`config.mk`:
```
export PLATFORM = sky130hd
export DESIGN_NAME = udp_stream_arbiter
export DESIGN_NICKNAME = d
export VERILOG_FILES = /design/src/rtl/udp_pkg.sv /design/src/rtl/udp_rr_pick.sv /design/src/rtl/udp_stream_arbiter.sv
export SDC_FILE = /design/constraint.sdc
export NUM_CORES = 1
export LEC_CHECK = 0
export ABC_CLOCK_PERIOD_IN_PS = 1700
export CAP_MARGIN = 40
export CORE_UTILIZATION = 30
export DETAILED_ROUTE_END_ITERATION = 16
export PLACE_DENSITY_LB_ADDON = 0.08
export SYNTH_ARGS = -nofsm -noshare
export SYNTH_HDL_FRONTEND = slang
export SYNTH_HIERARCHICAL = 1
export SYNTH_SLANG_ARGS = --single-unit
```
`constraint.sdc`:
```
create_clock -name clk -period 1.7 [get_ports clk]
set_input_delay 0.34 -clock clk [delete_from_list [all_inputs] [get_ports clk]]
set_output_delay 0.34 -clock clk [all_outputs]
set_load 0.01 [all_outputs]
```
`src/rtl/udp_pkg.sv`:
```
// udp_pkg: shared constants and types for the UDP stream arbiter.
//   DATA_W_DEFAULT : default stream data width
//   BEAT_CNT_W     : width of the saturating per-packet beat counter
//   arb_state_t    : arbiter FSM state (IDLE, PASS)
package udp_pkg;

    localparam int unsigned DATA_W_DEFAULT = 16;
    localparam int unsigned BEAT_CNT_W     = 16;

    typedef enum logic {
        IDLE = 1'b0,
        PASS = 1'b1
    } arb_state_t;

endpackage

```
`src/rtl/udp_rr_pick.sv`:
```
// udp_rr_pick: combinational round-robin picker.
//   i_req    : request vector, one bit per source
//   i_rr_ptr : index where the search starts; search ascends modulo NUM_SRC
//   o_winner : first requesting index found from i_rr_ptr
//   o_any    : high when any request is set
module udp_rr_pick #(
    parameter int unsigned NUM_SRC = 4,
    parameter int unsigned IDX_W   = $clog2(NUM_SRC)
) (
    input  logic [NUM_SRC-1:0] i_req,
    input  logic [IDX_W-1:0]   i_rr_ptr,
    output logic [IDX_W-1:0]   o_winner,
    output logic               o_any
);

    logic [IDX_W-1:0] w_idx;

    always_comb begin
        o_winner = '0;
        o_any    = 1'b0;
        w_idx    = '0;
        for (int unsigned i = 0; i < NUM_SRC; i++) begin
            w_idx = IDX_W'((32'(i_rr_ptr) + i) % NUM_SRC);
            if (!o_any && i_req[w_idx]) begin
                o_any    = 1'b1;
                o_winner = w_idx;
            end
        end
    end

endmodule

```
`src/rtl/udp_stream_arbiter.sv`:
```
// udp_stream_arbiter: packet-locked round-robin merge of NUM_SRC AXI-stream
// sources into one stream toward the UDP buffer.
//   clk, rst        : clock, synchronous active-high reset
//   s_valid/s_ready : per-source handshake
//   s_data, s_last  : per-source payload (source i at [i*DATA_W +: DATA_W])
//   m_valid/m_ready : merged-stream handshake
//   m_data, m_last  : merged payload, combinational from the locked source
//   grant_idx       : currently locked source
//   busy            : high while a packet is locked (PASS)
//   pkt_count       : per-source completed-packet counters, 16 bits each,
//                     present only when UDP_ARB_STATS_EN is defined
module udp_stream_arbiter
    import udp_pkg::*;
#(
    parameter int unsigned NUM_SRC = 4,
    parameter int unsigned DATA_W  = DATA_W_DEFAULT
) (
    input  logic                       clk,
    input  logic                       rst,
    input  logic [NUM_SRC-1:0]         s_valid,
    output logic [NUM_SRC-1:0]         s_ready,
    input  logic [NUM_SRC*DATA_W-1:0]  s_data,
    input  logic [NUM_SRC-1:0]         s_last,
    output logic                       m_valid,
    input  logic                       m_ready,
    output logic [DATA_W-1:0]          m_data,
    output logic                       m_last,
    output logic [$clog2(NUM_SRC)-1:0] grant_idx,
    output logic                       busy
`ifdef UDP_ARB_STATS_EN
    ,
    output logic [NUM_SRC*16-1:0]      pkt_count
`endif
);

    localparam int unsigned      IDX_W    = $clog2(NUM_SRC);
    localparam logic [IDX_W-1:0] LAST_IDX = IDX_W'(NUM_SRC - 1);

    arb_state_t            r_state;
    logic [IDX_W-1:0]      r_grant;
    logic [IDX_W-1:0]      r_rr_ptr;
    logic [BEAT_CNT_W-1:0] r_beat_cnt;

    logic [IDX_W-1:0]      w_winner;
    logic                  w_any;
    logic                  w_hs;
    logic                  w_done;
    logic [IDX_W-1:0]      w_next_ptr;

    udp_rr_pick #(
        .NUM_SRC (NUM_SRC),
        .IDX_W   (IDX_W)
    ) u_rr_pick (
        .i_req    (s_valid),
        .i_rr_ptr (r_rr_ptr),
        .o_winner (w_winner),
        .o_any    (w_any)
    );

    // Zero-latency datapath: the locked source is muxed straight through.
    always_comb begin
        m_valid = 1'b0;
        m_data  = '0;
        m_last  = 1'b0;
        s_ready = '0;
        if (r_state == PASS) begin
            m_valid          = s_valid[r_grant];
            m_data           = s_data[32'(r_grant) * DATA_W +: DATA_W];
            m_last           = s_last[r_grant];
            s_ready[r_grant] = m_ready;
        end
    end

    assign w_hs       = m_valid & m_ready;
    assign w_done     = w_hs & m_last;
    assign w_next_ptr = (r_grant == LAST_IDX) ? '0 : r_grant + 1'b1;
    assign grant_idx  = r_grant;
    assign busy       = (r_state == PASS);

    always_ff @(posedge clk) begin
        if (rst) begin
            r_state    <= IDLE;
            r_grant    <= '0;
            r_rr_ptr   <= '0;
            r_beat_cnt <= '0;
        end else begin
            case (r_state)
                IDLE: begin
                    if (w_any) begin
                        r_grant    <= w_winner;
                        r_beat_cnt <= '0;
                        r_state    <= PASS;
                    end
                end
                PASS: begin
                    // Lock holds until the last beat is accepted, even if
                    // the granted source drops s_valid.
                    if (w_hs && (r_beat_cnt != '1)) begin
                        r_beat_cnt <= r_beat_cnt + 1'b1;
                    end
                    if (w_done) begin
                        r_state  <= IDLE;
                        r_rr_ptr <= w_next_ptr;
                    end
                end
                default: r_state <= IDLE;
            endcase
        end
    end

`ifdef UDP_ARB_STATS_EN
    logic [NUM_SRC*16-1:0] r_pkt_count;

    always_ff @(posedge clk) begin
        if (rst) begin
            r_pkt_count <= '0;
        end else if (w_done) begin
            r_pkt_count[32'(r_grant) * 16 +: 16] <= r_pkt_count[32'(r_grant) * 16 +: 16] + 16'd1;
        end
    end

    assign pkt_count = r_pkt_count;
`endif

endmodule

```
==> out/metrics.yaml <==
dr_total_vias: 1324
cp_num_buf_inv: 3
ys_seq_elements: 5
crit_required_ns: 1.36
cpMostUsedCell: "buf_12"
fin_skew_ns: 0.000913
fmax_mhz: 516
min_path_type: "flop to flop"
gp_congestion: 0.787
power_mw: 0.823
first_pass_iters: 4
arrival_ns: 1.60
slew_headroom_pct: 84.7
critPathMaxStageDelay_ns: 0.49
path_class: "flop to output port"
finalSetupViolations: 24
final_cell_mix: "clkdlybuf4s50_1 (76), buf_6 (18), buf_4 (18)"
min_to: "r_rr_ptr[1]$_SDFFE_PP0P_"
overflow: 0
syn-cell-area_um2: 1000
grt_pass1_wl_mm: 5.49
placementRows: 20
crit_fanout: 5
setup_slack_ns: -0.237
path_delay_family: "multiplexers"
start_util_pct: 32.3
cts_sinks: 5
first_iter_violations: 42
whs_path_depth: 2
post-route-drc-count: 0
final_common_cell: "clkdlybuf4s50_1"
die-area_um2: 3570
leakage_nw: 0.964
die_h_um: 59.8
ios: 100
ant_nets: 0
worst_setup_path_end_kind: "output port"
grt.total_usage_pct: 20.2
clock_tree.root_cell: "clkbuf_4"
antenna_found_initial: 0
cpMaxStageDelayCell: "mux4_2"
fin_nets: 303
dpl.hpwl_mm: 3.04
ff2ff_setup_slack_ns: -0.10
violations: "setup timing"
stdcell_count: 267
cp-start-kind: "flop"
clk_latency_ns: 0.24
grt_max_degree: 21
drv_slew: 0
die_x_um: 59.8
dpl.cell_count: 253
via_per_inst: 4.96
ys_warn_count: 6
grt_pass1_vias: 1252
ir_drop_v: 0.000409
wl_per_cell_um: 15.6
r2r-start: "grant_idx[0]$_SDFFE_PP0P_"
fill_cells: 228
placed_cell_area_um2: 2150
worstMarginPinSlew_ns: 0.225
hold_start: "r_rr_ptr[1]$_SDFFE_PP0P_"
multi_input_area_um2: 897
core_area_um2: 3100
rsz0062_at_grt: "true"
num_antenna_cells: 0
hold_buffers: 0
tns_ns: -4.47
io_buffers: 99
status: "finished with violations"
avgSynthCellArea_um2: 10.2
design_area_um2: 2400
max-cap-violations: 0
path_depth: 5
pre_cts_ws_ns: -0.498
cts_buffer_depth: 2
seq_area_um2: 105
synthCells: 98
synth_nets: 177
setup.worst_path.start: "grant_idx[0]$_SDFFE_PP0P_"
post-route-period-util_pct: 114
cts_buffers: 3
final_layout_size_suffix_gt1_share_pct: 44.4
ys_types: 29
hold_viol: 0
h-tree-depth: 1
tritoncts: "yes"
worstReg2RegEnd: "r_rr_ptr[0]$_SDFFE_PP0P_"
finalCriticalPeriod_ns: 1.94
clkTransAtPathRegs_ns: 0.04
ys_seq_area_share_pct: 10.0
power_density_nw_per_um2: 343
syn2layout_area_growth_pct: 140
rr_worst_depth: 9
wl_mm: 4.17
path_cells: "buf_12, buf_12, mux4_2, and2_1, buf_2"
[layer usage]
layer,track usage (%),up-vias,share of wire (%)
met5,0,-,0
met4,5.32,0,1.8
met3,4.98,8,9.4
met2,39.8,74,53
met1,20.8,623,35
li1,-,619,-
[state kept, by name, indices dropped and copies added (netlist names)]
| register | flops |
|---|---|
| r_rr_ptr | 2 |
| busy | 1 |
| grant_idx | 2 |
[worst max-delay path by stage]
stage                             to  slack, ns
final                     m_data[15]      -0.24
after floorplan           m_data[10]       0.05
after CTS                  m_data[5]      -0.25
after global placement    m_data[11]      -0.48
after global routing      m_data[15]      -0.28
after detailed placement  m_data[15]      -0.50
[power breakdown]
group | leakage (nW) | switching, mW | internal, mW
registers | 0.0421 | 0.00453 | 0.122
logic | 0.907 | 0.175 | 0.383
clock network | 0.0150 | 0.0498 | 0.0888
total | 0.964 | 0.229 | 0.594
[logic make-up after synthesis]
kind of cell             after synthesis  share of synthesized area, %
AO/OA/AOI/OAI                         12                          8.62
adder cells (fa/ha/maj)                4                          5.00
buffers and inverters                 14                          10.1
flip-flops                             5                          10.0
multiplexers                          22                          42.5
AND/OR/NAND/NOR                       41                          23.8
[cell usage after synthesis]
library cell	instances	area share, %
inv_1	6	2.2
nor2b_1	1	0.63
and3_1	5	3.1
nand3_2	1	1.0
mux2_4	1	1.5
nand2_2	1	0.63
o221ai_1	1	0.88
dfxtp_1	5	10
nand3_1	1	0.50
mux2i_1	5	5.0
o22ai_2	2	2.5
nand3b_1	1	0.75
and2b_1	1	0.75
a21oi_1	6	3.0
nand2b_1	4	2.5
and2_1	16	10
nor2_1	6	2.2
nor3_1	1	0.50
buf_6	2	2.2
buf_2	1	0.50
inv_2	1	0.37
a221o_1	1	1.0
a211oi_1	1	0.75
ha_1	4	5.0
buf_12	2	4.0
mux4_2	16	36
o21ai_0	1	0.50
clkbuf_1	2	0.75
nand2_1	3	1.1
[metrics by stage]
stage	util, %	hold WS, ns
6_report	77.3	0.538
5_1_grt	77.3	0.579
4_1_cts	70.6	0.543
3_5_place_dp	69.4	0.536
3_3_place_gp	69.4	0.508
2_1_floorplan	-	0.405
[cell type report]
class | instances | share of cell area (%)
multi-input combinational | 79 | 37.4
clock buffer | 4 | 1.10
timing repair buffer | 128 | 53.4
tap | 44 | 2.30
inverter | 7 | 1.41
sequential | 5 | 4.38
[worst register-to-register path, stage by stage, from the launching register on]
cell	delay [ns]
dfxtp_4	0.34
buf_4	0.13
buf_6	0.12
buf_6	0.11
buf_12	0.14
buf_6	0.11
nand3b_1	0.16
o22ai_2	0.17
nand2_2	0.11
mux2_4	0.30
[timing repair]
action / in CTS / in global routing
setup endpoints to repair: 22 / 23
buffers inserted: 5 / 5
cloned: 2 / 0
pin swaps: 15 / 9
gates resized for setup: 98 / 47
No activity file was read; power rests on OpenSTA's default activity.
